--- src/rtl/rv32_multicycle_ctrl_if.sv ---
// Unified memory bus handshake between the RV32I multicycle controller (master)
// and the memory subsystem (slave).
interface rv32_multicycle_ctrl_if;
  logic mem_req;
  logic mem_we;
  logic mem_addr_sel;
  logic mem_ready;

  modport master (output mem_req, output mem_we, output mem_addr_sel, input mem_ready);
  modport slave  (input mem_req, input mem_we, input mem_addr_sel, output mem_ready);
endinterface

--- src/rtl/rv32_multicycle_ctrl.sv ---
// Multi-cycle control FSM for the RV32I core: FETCH/DECODE/EXECUTE/MEM/WRITEBACK/TRAP.
// Optional performance counters are enabled by defining RV_CTRL_PERF_EN.
module rv32_multicycle_ctrl #(
  parameter int unsigned MEM_TIMEOUT = 255
`ifdef RV_CTRL_PERF_EN
  , parameter int unsigned CNT_WIDTH = 32
`endif
) (
  input  logic                   i_clock,
  input  logic                   i_reset,
  input  logic [31:0]            i_instr,
  input  logic                   i_zero,
  input  logic                   i_less,
  rv32_multicycle_ctrl_if.master io_mem,
  output logic                   o_ir_we,
  output logic                   o_pc_we,
  output logic                   o_reg_we,
  output logic [3:0]             o_alu_op,
  output logic [1:0]             o_alu_asrc,
  output logic                   o_alu_bsrc,
  output logic [2:0]             o_imm_sel,
  output logic [1:0]             o_wb_sel,
  output logic [2:0]             o_branch,
  output logic                   o_cmp_unsigned,
  output logic                   o_halted,
  output logic [1:0]             o_trap_cause
`ifdef RV_CTRL_PERF_EN
  , output logic [CNT_WIDTH-1:0] o_cycle_count,
  output logic [CNT_WIDTH-1:0]   o_instret_count
`endif
);
  localparam logic [6:0] OPC_LOAD   = 7'b0000011;
  localparam logic [6:0] OPC_FENCE  = 7'b0001111;
  localparam logic [6:0] OPC_OPIMM  = 7'b0010011;
  localparam logic [6:0] OPC_AUIPC  = 7'b0010111;
  localparam logic [6:0] OPC_STORE  = 7'b0100011;
  localparam logic [6:0] OPC_OP     = 7'b0110011;
  localparam logic [6:0] OPC_LUI    = 7'b0110111;
  localparam logic [6:0] OPC_BRANCH = 7'b1100011;
  localparam logic [6:0] OPC_JALR   = 7'b1100111;
  localparam logic [6:0] OPC_JAL    = 7'b1101111;
  localparam logic [6:0] OPC_SYSTEM = 7'b1110011;
  localparam logic [15:0] TIMEOUT_LAST = 16'(MEM_TIMEOUT - 1);

  typedef enum logic [2:0] {S_FETCH, S_DECODE, S_EXECUTE, S_MEM, S_WRITEBACK, S_TRAP} state_t;

  state_t      r_state;
  logic [15:0] r_timeout;
  logic        r_mem_req, r_mem_we, r_mem_addr_sel, r_pc_we, r_reg_we;
  logic [3:0]  r_alu_op;
  logic [1:0]  r_alu_asrc, r_wb_sel, r_trap_cause;
  logic        r_alu_bsrc, r_cmp_unsigned, r_halted;
  logic [2:0]  r_imm_sel, r_branch;

  logic [6:0]  w_opcode;
  logic [2:0]  w_func3;
  logic        w_ready, w_timeout_hit, w_unused;
  logic        w_is_load, w_is_store, w_is_branch, w_is_fence, w_is_system, w_is_legal;
  logic [3:0]  w_alu_op;
  logic [1:0]  w_alu_asrc, w_wb_sel;
  logic        w_alu_bsrc, w_cmp_unsigned;
  logic [2:0]  w_imm_sel, w_branch;

  assign w_opcode      = i_instr[6:0];
  assign w_func3       = i_instr[14:12];
  assign w_is_load     = (w_opcode == OPC_LOAD);
  assign w_is_store    = (w_opcode == OPC_STORE);
  assign w_is_branch   = (w_opcode == OPC_BRANCH);
  assign w_is_fence    = (w_opcode == OPC_FENCE);
  assign w_is_system   = (w_opcode == OPC_SYSTEM);
  // mem_ready only means something while a request is outstanding.
  assign w_ready       = io_mem.mem_ready && r_mem_req;
  assign w_timeout_hit = (r_timeout == TIMEOUT_LAST);
  assign w_unused      = ^{i_zero, i_less, i_instr};

  always_comb begin
    w_alu_op       = 4'b0000;
    w_alu_asrc     = 2'd0;
    w_alu_bsrc     = 1'b0;
    w_imm_sel      = 3'd0;
    w_cmp_unsigned = 1'b0;
    w_branch       = 3'b000;
    w_wb_sel       = 2'd0;
    w_is_legal     = 1'b1;
    case (w_opcode)
      OPC_OP: begin
        w_alu_op       = {i_instr[30], w_func3};
        w_cmp_unsigned = (w_func3 == 3'b011);
      end
      OPC_OPIMM: begin
        // The immediate's bit 30 is only an opcode modifier for SRAI.
        w_alu_op       = {i_instr[30] && (w_func3 == 3'b101), w_func3};
        w_alu_bsrc     = 1'b1;
        w_cmp_unsigned = (w_func3 == 3'b011);
      end
      OPC_LUI:   begin w_alu_asrc = 2'd2; w_alu_bsrc = 1'b1; w_imm_sel = 3'd2; end
      OPC_AUIPC: begin w_alu_asrc = 2'd1; w_alu_bsrc = 1'b1; w_imm_sel = 3'd2; end
      OPC_JAL: begin
        w_alu_asrc = 2'd1; w_alu_bsrc = 1'b1; w_imm_sel = 3'd4;
        w_branch   = 3'b001; w_wb_sel = 2'd2;
      end
      OPC_JALR: begin w_alu_bsrc = 1'b1; w_branch = 3'b010; w_wb_sel = 2'd2; end
      OPC_BRANCH: begin
        w_alu_op       = 4'b1000;
        w_imm_sel      = 3'd3;
        w_branch       = {1'b1, w_func3[2], w_func3[0]};
        w_cmp_unsigned = w_func3[1];
      end
      OPC_LOAD:   begin w_alu_bsrc = 1'b1; w_wb_sel = 2'd1; end
      OPC_STORE:  begin w_alu_bsrc = 1'b1; w_imm_sel = 3'd1; end
      OPC_FENCE, OPC_SYSTEM: ;
      default:    w_is_legal = 1'b0;
    endcase
  end

  // Each transition loads the registered outputs the destination state drives.
  always_ff @(posedge i_clock) begin
    if (i_reset) begin
      r_state        <= S_FETCH;
      r_timeout      <= 16'd0;
      r_mem_req      <= 1'b0;
      r_mem_we       <= 1'b0;
      r_mem_addr_sel <= 1'b0;
      r_pc_we        <= 1'b0;
      r_reg_we       <= 1'b0;
      r_alu_op       <= 4'd0;
      r_alu_asrc     <= 2'd0;
      r_alu_bsrc     <= 1'b0;
      r_imm_sel      <= 3'd0;
      r_wb_sel       <= 2'd0;
      r_branch       <= 3'd0;
      r_cmp_unsigned <= 1'b0;
      r_halted       <= 1'b0;
      r_trap_cause   <= 2'd0;
    end else begin
      r_mem_req      <= 1'b0;
      r_mem_we       <= 1'b0;
      r_mem_addr_sel <= 1'b0;
      r_pc_we        <= 1'b0;
      r_reg_we       <= 1'b0;
      r_alu_op       <= 4'd0;
      r_alu_asrc     <= 2'd0;
      r_alu_bsrc     <= 1'b0;
      r_imm_sel      <= 3'd0;
      r_wb_sel       <= 2'd0;
      r_branch       <= 3'd0;
      r_cmp_unsigned <= 1'b0;
      if (r_state == S_EXECUTE || (r_state == S_MEM && !(w_ready && r_mem_we))) begin
        r_alu_op       <= w_alu_op;
        r_alu_asrc     <= w_alu_asrc;
        r_alu_bsrc     <= w_alu_bsrc;
        r_imm_sel      <= w_imm_sel;
        r_cmp_unsigned <= w_cmp_unsigned;
      end
      case (r_state)
        S_FETCH: begin
          if (w_ready) begin
            r_state <= S_DECODE;
          end else if (r_mem_req && w_timeout_hit) begin
            r_state <= S_TRAP; r_halted <= 1'b1; r_trap_cause <= 2'd2;
          end else begin
            r_mem_req <= 1'b1;
            if (r_mem_req) r_timeout <= r_timeout + 16'd1;
          end
        end
        S_DECODE: begin
          if (!w_is_legal) begin
            r_state <= S_TRAP; r_halted <= 1'b1; r_trap_cause <= 2'd1;
          end else if (w_is_system) begin
            r_state <= S_TRAP; r_halted <= 1'b1; r_trap_cause <= 2'd3;
          end else begin
            r_state        <= S_EXECUTE;
            r_alu_op       <= w_alu_op;
            r_alu_asrc     <= w_alu_asrc;
            r_alu_bsrc     <= w_alu_bsrc;
            r_imm_sel      <= w_imm_sel;
            r_cmp_unsigned <= w_cmp_unsigned;
            r_branch       <= w_branch;
            r_pc_we        <= w_is_branch || w_is_fence;
          end
        end
        S_EXECUTE: begin
          if (w_is_branch || w_is_fence) begin
            r_state <= S_FETCH; r_mem_req <= 1'b1; r_timeout <= 16'd0;
            r_alu_op <= 4'd0; r_alu_asrc <= 2'd0; r_alu_bsrc <= 1'b0;
            r_imm_sel <= 3'd0; r_cmp_unsigned <= 1'b0;
          end else if (w_is_load || w_is_store) begin
            r_state <= S_MEM; r_mem_req <= 1'b1; r_mem_addr_sel <= 1'b1;
            r_mem_we <= w_is_store; r_timeout <= 16'd0;
          end else begin
            r_state <= S_WRITEBACK; r_reg_we <= 1'b1; r_pc_we <= 1'b1;
            r_wb_sel <= w_wb_sel; r_branch <= w_branch;
          end
        end
        S_MEM: begin
          if (w_ready && r_mem_we) begin
            r_state <= S_FETCH; r_mem_req <= 1'b1; r_timeout <= 16'd0;
          end else if (w_ready) begin
            r_state <= S_WRITEBACK; r_reg_we <= 1'b1; r_pc_we <= 1'b1; r_wb_sel <= w_wb_sel;
          end else if (w_timeout_hit) begin
            r_state <= S_TRAP; r_halted <= 1'b1; r_trap_cause <= 2'd2;
          end else begin
            r_mem_req <= 1'b1; r_mem_addr_sel <= 1'b1; r_mem_we <= r_mem_we;
            r_timeout <= r_timeout + 16'd1;
          end
        end
        S_WRITEBACK: begin
          r_state <= S_FETCH; r_mem_req <= 1'b1; r_timeout <= 16'd0;
        end
        default: r_state <= S_TRAP;
      endcase
    end
  end

  assign io_mem.mem_req      = r_mem_req;
  assign io_mem.mem_we       = r_mem_we;
  assign io_mem.mem_addr_sel = r_mem_addr_sel;
  assign o_ir_we        = (r_state == S_FETCH) && w_ready;
  // A store retires the cycle memory accepts it; everything else retires from a register.
  assign o_pc_we        = r_pc_we || ((r_state == S_MEM) && r_mem_we && w_ready);
  assign o_reg_we       = r_reg_we;
  assign o_alu_op       = r_alu_op;
  assign o_alu_asrc     = r_alu_asrc;
  assign o_alu_bsrc     = r_alu_bsrc;
  assign o_imm_sel      = r_imm_sel;
  assign o_wb_sel       = r_wb_sel;
  assign o_branch       = r_branch;
  assign o_cmp_unsigned = r_cmp_unsigned;
  assign o_halted       = r_halted;
  assign o_trap_cause   = r_trap_cause;

`ifdef RV_CTRL_PERF_EN
  logic [CNT_WIDTH-1:0] r_cycle_count, r_instret_count;

  always_ff @(posedge i_clock) begin
    if (i_reset) begin
      r_cycle_count   <= '0;
      r_instret_count <= '0;
    end else begin
      if (!r_halted) r_cycle_count <= r_cycle_count + CNT_WIDTH'(1);
      if (o_pc_we)   r_instret_count <= r_instret_count + CNT_WIDTH'(1);
    end
  end

  assign o_cycle_count   = r_cycle_count;
  assign o_instret_count = r_instret_count;
`endif
endmodule
--- src/flat_wrapper.sv ---
// flat-port wrapper written by rule: the top's interface ports become plain ports
module rv32_multicycle_ctrl_flat 
#(
  parameter int unsigned MEM_TIMEOUT = 255

)
  (i_clock, i_reset, i_instr, i_zero, i_less, o_ir_we, o_pc_we, o_reg_we, o_alu_op, o_alu_asrc, o_alu_bsrc, o_imm_sel, o_wb_sel, o_branch, o_cmp_unsigned, o_halted, o_trap_cause, io_mem_mem_req, io_mem_mem_we, io_mem_mem_addr_sel, io_mem_mem_ready);
  rv32_multicycle_ctrl_if io_mem_i ();
  input  logic i_clock;
  input  logic i_reset;
  input  logic [31:0] i_instr;
  input  logic i_zero;
  input  logic i_less;
  output logic o_ir_we;
  output logic o_pc_we;
  output logic o_reg_we;
  output logic [3:0] o_alu_op;
  output logic [1:0] o_alu_asrc;
  output logic o_alu_bsrc;
  output logic [2:0] o_imm_sel;
  output logic [1:0] o_wb_sel;
  output logic [2:0] o_branch;
  output logic o_cmp_unsigned;
  output logic o_halted;
  output logic [1:0] o_trap_cause;
  output wire logic [$bits(io_mem_i.mem_req)-1:0] io_mem_mem_req;
  output wire logic [$bits(io_mem_i.mem_we)-1:0] io_mem_mem_we;
  output wire logic [$bits(io_mem_i.mem_addr_sel)-1:0] io_mem_mem_addr_sel;
  input wire logic [$bits(io_mem_i.mem_ready)-1:0] io_mem_mem_ready;
  assign io_mem_mem_req = io_mem_i.mem_req;
  assign io_mem_mem_we = io_mem_i.mem_we;
  assign io_mem_mem_addr_sel = io_mem_i.mem_addr_sel;
  assign io_mem_i.mem_ready = io_mem_mem_ready;
  rv32_multicycle_ctrl #(.MEM_TIMEOUT(MEM_TIMEOUT)) u_core (.i_clock(i_clock), .i_reset(i_reset), .i_instr(i_instr), .i_zero(i_zero), .i_less(i_less), .io_mem(io_mem_i), .o_ir_we(o_ir_we), .o_pc_we(o_pc_we), .o_reg_we(o_reg_we), .o_alu_op(o_alu_op), .o_alu_asrc(o_alu_asrc), .o_alu_bsrc(o_alu_bsrc), .o_imm_sel(o_imm_sel), .o_wb_sel(o_wb_sel), .o_branch(o_branch), .o_cmp_unsigned(o_cmp_unsigned), .o_halted(o_halted), .o_trap_cause(o_trap_cause));
endmodule
--- config.mk ---
export PLATFORM = sky130hd
export DESIGN_NAME = rv32_multicycle_ctrl_flat
export DESIGN_NICKNAME = d
export VERILOG_FILES = /design/src/rtl/rv32_multicycle_ctrl_if.sv /design/src/rtl/rv32_multicycle_ctrl.sv /design/src/flat_wrapper.sv
export SDC_FILE = /design/constraint.sdc
export NUM_CORES = 1
export LEC_CHECK = 0
export ABC_CLOCK_PERIOD_IN_PS = 5300
export CORE_ASPECT_RATIO = 2
export CORE_MARGIN = 8
export CORE_UTILIZATION = 35
export CTS_BUF_LIST = sky130_fd_sc_hd__clkbuf_2
export DETAILED_ROUTE_END_ITERATION = 10
export GPL_TIMING_DRIVEN = 0
export SLEW_MARGIN = 20
export SYNTH_ARGS = -nofsm -noshare
export SYNTH_HDL_FRONTEND = slang
export SYNTH_SLANG_ARGS = --single-unit
--- constraint.sdc ---
create_clock -name i_clock -period 5.3 [get_ports i_clock]
set_input_delay 1.59 -clock i_clock [delete_from_list [all_inputs] [get_ports i_clock]]
set_output_delay 1.59 -clock i_clock [all_outputs]
set_load 0.05 [all_outputs]
; ---- Word-level counts from Yosys, hierarchy flattened
; Cells that the tools add are included.
[classes]
n_mux = 103
add_sub_neg = 1
n_reduce_logical = 25
n_eq_ne = 31
[ops]
columns = cell, n
row1 = 16-bit two-way mux, 8
row2 = 16-bit one-hot mux with 4 select lines, 1
row3 = 3-bit two-way mux, 17
row4 = 1-bit two-way mux, 37
row5 = 2-bit two-way mux, 15
row6 = 7-bit equality test (second input constant), 4
row7 = 7-bit by 6-bit equality test with 1-bit output (second input constant), 3
row8 = 16-bit by 1-bit adder with 16-bit output (second input constant), 1
row9 = 16-bit by 8-bit equality test with 1-bit output (second input constant), 1
row10 = 4-bit two-way mux, 4
row11 = 2-bit one-hot mux with 2 select lines, 4
row12 = 3-bit one-hot mux with 5 select lines, 1
row13 = 7-bit by 5-bit equality test with 1-bit output (second input constant), 2
row14 = 7-bit AND reduction, 2
row15 = 1-bit one-hot mux with 2 select lines, 6
row16 = 3-bit one-hot mux with 2 select lines, 2
row17 = 3-bit one-hot mux with 4 select lines, 1
row18 = 4-bit one-hot mux with 3 select lines, 1
row19 = 11-bit OR reduction, 1
row20 = 3-bit by 2-bit equality test with 1-bit output (second input constant), 3
row21 = 3-bit inequality test (second input constant), 3
row22 = 3-bit one-hot mux with 3 select lines, 1
row23 = 1-bit logical AND, 8
row24 = 2-bit inequality test (second input constant), 4
row25 = other kinds (20), 30
[word_totals]
wordCells = 176
out_inout_bits = 25
reg_bits = 43
input_bits = 37

; ---- Depth between registers and ports, before layout
[logic_depth]
word_depth = 9
ltp_mapped = 9
mapped_depth_nobuf = 8

; ---- Worst setup path after synthesis
; OpenSTA, ideal clock, no wires.
[synth_timing]
kind = input -> output
start = input io_mem_mem_ready
end = output o_pc_we
setup_slack_ns = 1.247
path_stages = 2
t_arrival_ns = 2.463
required_time_ns = 3.710
path_cell_list = nand3_1 o21bai_1
[synth_between]
elab_chain_cells = 3
[synth_lines]
columns = element, line_no
row1 = from (decl), flat_wrapper.sv:29  ; input wire logic [$bits(io_mem_i.mem_ready)-1:0] io_mem_mem_ready;
row2 = 1-bit logical AND, rv32_multicycle_ctrl.sv:72  ; assign w_ready = io_mem.mem_ready && r_mem_req;
row3 = 1-bit logical AND, rv32_multicycle_ctrl.sv:220  ; assign o_pc_we = r_pc_we || ((r_state == S_MEM) && r_mem_we && w_ready);
row4 = 1-bit logical OR, rv32_multicycle_ctrl.sv:220
row5 = to (decl), flat_wrapper.sv:15  ; output logic o_pc_we;
; No other way between the ends.

; ---- Final worst setup path
; Same ends and word-level chain as after synthesis.

==> run_results.csv <==
group,metric,value,unit
status,outcome,"complete, no violations",
yosys,synth_area,2310,µm²
grt,grt_overflow_total,0,
drt,wire_per_inst,14.3,µm
floorplanning,ioPinCount,62,
timing,slew_headroom,0.599,
floorplanning,rows,42,
cts,cts_htree_levels,2,
drt,routed_wl,5790,µm
place,io_buffers,36,
floorplanning,die_y,131,µm
floorplanning,fp.dieArea,9620,µm²
yosys,ys_ff_latch,43,
drt,drtIter0Drc,144,
timing,final_min_period_over_clock_period,0.936,
critical_path,r2r-end,"u_core.r_timeout[11]",
timing,tightest_slew,0.597,ns
cells_and_area,syn_to_final_growth,23.3,%
timing,slew_violations,0,
critical_path,rr_worst_depth,9,
job,max_cap_viol_count,0,
cts,cts_buffers,5,
yosys,ys_seq_area_frac,0.372,
cts,clockBufferDepth,2,
critical_path,worstSetupPathType,"in -> out",
power,total_power,0.767,mW
cells_and_area,drive_above_1_share,0.0886,
timing,setup_tns,0,ns
cells_and_area,diodes,0,
hold_path,min-delay-start,"u_core.o_halted",
yosys,synthFlopType,"dfxtp_1",
critical_path,start_kind,"primary input",
drt,drc,0,
yosys,mappedNetlistNets,311,
critical_path,cp_slowest_cell,"clkdlybuf4s50_1",
critical_path,cp-startpoint,"io_mem_mem_ready",
grt,grt_max_degree,15,
power,p_per_area,269,nW/µm²
power,vdd_drop_max,0.170,mV
drt,firstDrtPassIters,5,
floorplanning,start_util,0.355,
floorplanning,die_x,73.5,µm
cts,cts-resized-gates,0,
place,dp_cells,396,
yosys,syn-instance-count,272,
cells_and_area,layout.nets,354,
floorplanning,core-area,6520,µm²
yosys,synth_edf_count,0,
grt,first_global_vias,2139,
cts,cts_tree,"built",
critical_path,crit_path_frequent_cell,"clkdlybuf4s50_1",
timing,max_freq,202,MHz
yosys,synth_warnings,0,
timing,rsz0062_at_grt,"false",
cts,cts_root_buffer,"clkbuf_2",
yosys,syn_area_per_cell,8.50,µm²
timing,finalClockSkew,0.0301,ns
drt,vias,2154,
timing,finalSetupViolations,0,
cells_and_area,fin_cells,404,
grt,grt_pass1_wl,10300,µm
cts,hold_buffers,0,
cts,insertion_delay,0.44,ns
yosys,async_flop_share,0,
critical_path,reg2reg_slack,2.88,ns
grt,antenna_found_initial,0,
critical_path,crit_chain,"clkdlybuf4s50_1 > nand3_1 > o21bai_1 > clkdlybuf4s50_1",
cts,cts_setup_buffers,0,
grt,grt_util_all_layers,0.132,
power,leakage,0.900,nW
cts,cts_num_sinks,43,
hold_path,hold_class,"reg -> reg",
critical_path,cp.arrival,3.37,ns
cts,path_clk_slew,0.25,ns
critical_path,cp-endpoint,"o_pc_we",
drt,drtAntennaViolNets,0,
critical_path,critPathMaxStageDelay,0.83,ns
critical_path,endpoint_kind,"output port",
timing,finalCriticalPeriod,4.96,ns
drt,vias_per_cell,5.33,
critical_path,r2r_start,"u_core.r_timeout[0]",
cells_and_area,final_util,0.437,
place,routabilityCongestion,0.886,
timing,final_hold_viol_count,0,
place,place_hpwl,4400,µm
critical_path,path_max_fanout,7,
yosys,ys_types,54,
critical_path,cp.required,3.71,ns
[state kept, by name (all words and copies together), names as in the netlist, 2 cells and up]
| register | count |
|---|---|
| u_core.o_trap_cause | 2 |
| u_core.r_timeout | 16 |
| u_core.o_wb_sel | 2 |
| u_core.o_branch | 3 |
| u_core.r_state | 3 |
| u_core.o_imm_sel | 3 |
| u_core.o_alu_asrc | 2 |
| u_core.o_alu_op | 4 |
[final cells by class]
type / count / area (µm²)
Tap cell: 88 / 110
Clock buffer: 5 / 25.0
Inverter: 12 / 45.0
Sequential cell: 43 / 861
Fill cell: 715 / 3670
Timing Repair Buffer: 36 / 360
Multi-Input combinational cell: 205 / 1330
Buffer: 12 / 71.3
Clock inverter: 3 / 43.8
[cells in the final DEF, fill, tap and decap left out, types with 3 or more instances in the layout]
cell	n
a2111oi_0	3
a21oi_1	12
and2_1	3
and3_1	3
clkbuf_1	8
clkbuf_2	5
clkdlybuf4s50_1	36
dfxtp_1	43
inv_1	12
nand2_1	21
nand2b_1	4
nand3_1	15
nand3b_1	4
nand4_1	3
nor2_1	35
nor2b_1	6
nor3_1	13
nor3b_1	3
nor4_1	8
nor4_2	3
nor4_4	3
o21ai_0	4
o22ai_1	3
or2_2	3
or3_1	4
xnor2_1	13
[worst min-delay path by stage]
stage                                 endpoint  slack, ns  cells after the start
after floorplan           u_core.r_timeout[15]       0.48                      2
after global placement         u_core.o_halted       0.44                      2
after detailed placement       u_core.o_halted       0.44                      2
after CTS                      u_core.o_halted       0.47                      2
after global routing           u_core.o_halted       0.51                      2
final                          u_core.o_halted       0.47                      2
[power by group]
part / internal [mW] / switching (mW) / leakage (nW) / total [mW]
combinational: 0.0811 / 0.135 / 0.510 / 0.216
clock: 0.0798 / 0.114 / 0.0429 / 0.194
sequential: 0.340 / 0.0168 / 0.347 / 0.356
total: 0.500 / 0.266 / 0.900 / 0.767
[worst max-delay path, delay by kind of cell]
kind,cells,cell delay (ns)
AOI/OAI and AO/OA,1,0.19
buffers and inverters,2,1.42
and+or+nand+nor,1,0.17
[layer usage]
layer  wire length (µm)  global-route usage
met1               2540               0.162
met2               2670               0.206
met3                442              0.0382
met4                141              0.0605
met5                  0                   0
[cell families (layout without fill, tap and decap cells)]
family / count (synthesis) / count (layout) / share of synthesized area
AND/OR/NAND/NOR: 138 / 138 / 0.340
XOR/XNOR: 13 / 13 / 0.0493
flip-flops: 43 / 43 / 0.372
multiplexers: 1 / 1 / 0.00433
buffers and inverters: 24 / 68 / 0.0504
adder cells (fa/ha/maj): 2 / 2 / 0.0108
AO/OA/AOI/OAI: 51 / 51 / 0.173
[cells in the mapped netlist (4+ instances only)]
cell type	instances	area (µm²)
clkbuf_1	8	30.0
nor4_1	8	50.1
xnor2_1	13	114
nand2_1	21	78.8
nand3_1	15	75.1
nand3b_1	4	30.0
dfxtp_1	43	861
inv_1	12	45.0
or3_1	4	25.0
nand2b_1	4	25.0
nor2_1	35	131
nor3_1	13	65.1
o21ai_0	4	20.0
nor2b_1	6	37.5
a21oi_1	12	60.1
[stage by stage]
| step | area (µm²) | hold slack [ns] | setup WS (ns) |
|---|---|---|---|
| 3_3_place_gp | 2780 | 0.444 | 0.389 |
| 5_1_grt | 2850 | 0.508 | 0.274 |
| 4_1_cts | 2850 | 0.472 | 0.357 |
| 6_report | 2850 | 0.467 | 0.341 |
| 3_5_place_dp | 2780 | 0.441 | 0.375 |
| 2_1_floorplan | 2310 | 0.477 | 1.25 |
No activity file was read; power rests on OpenSTA's default activity.
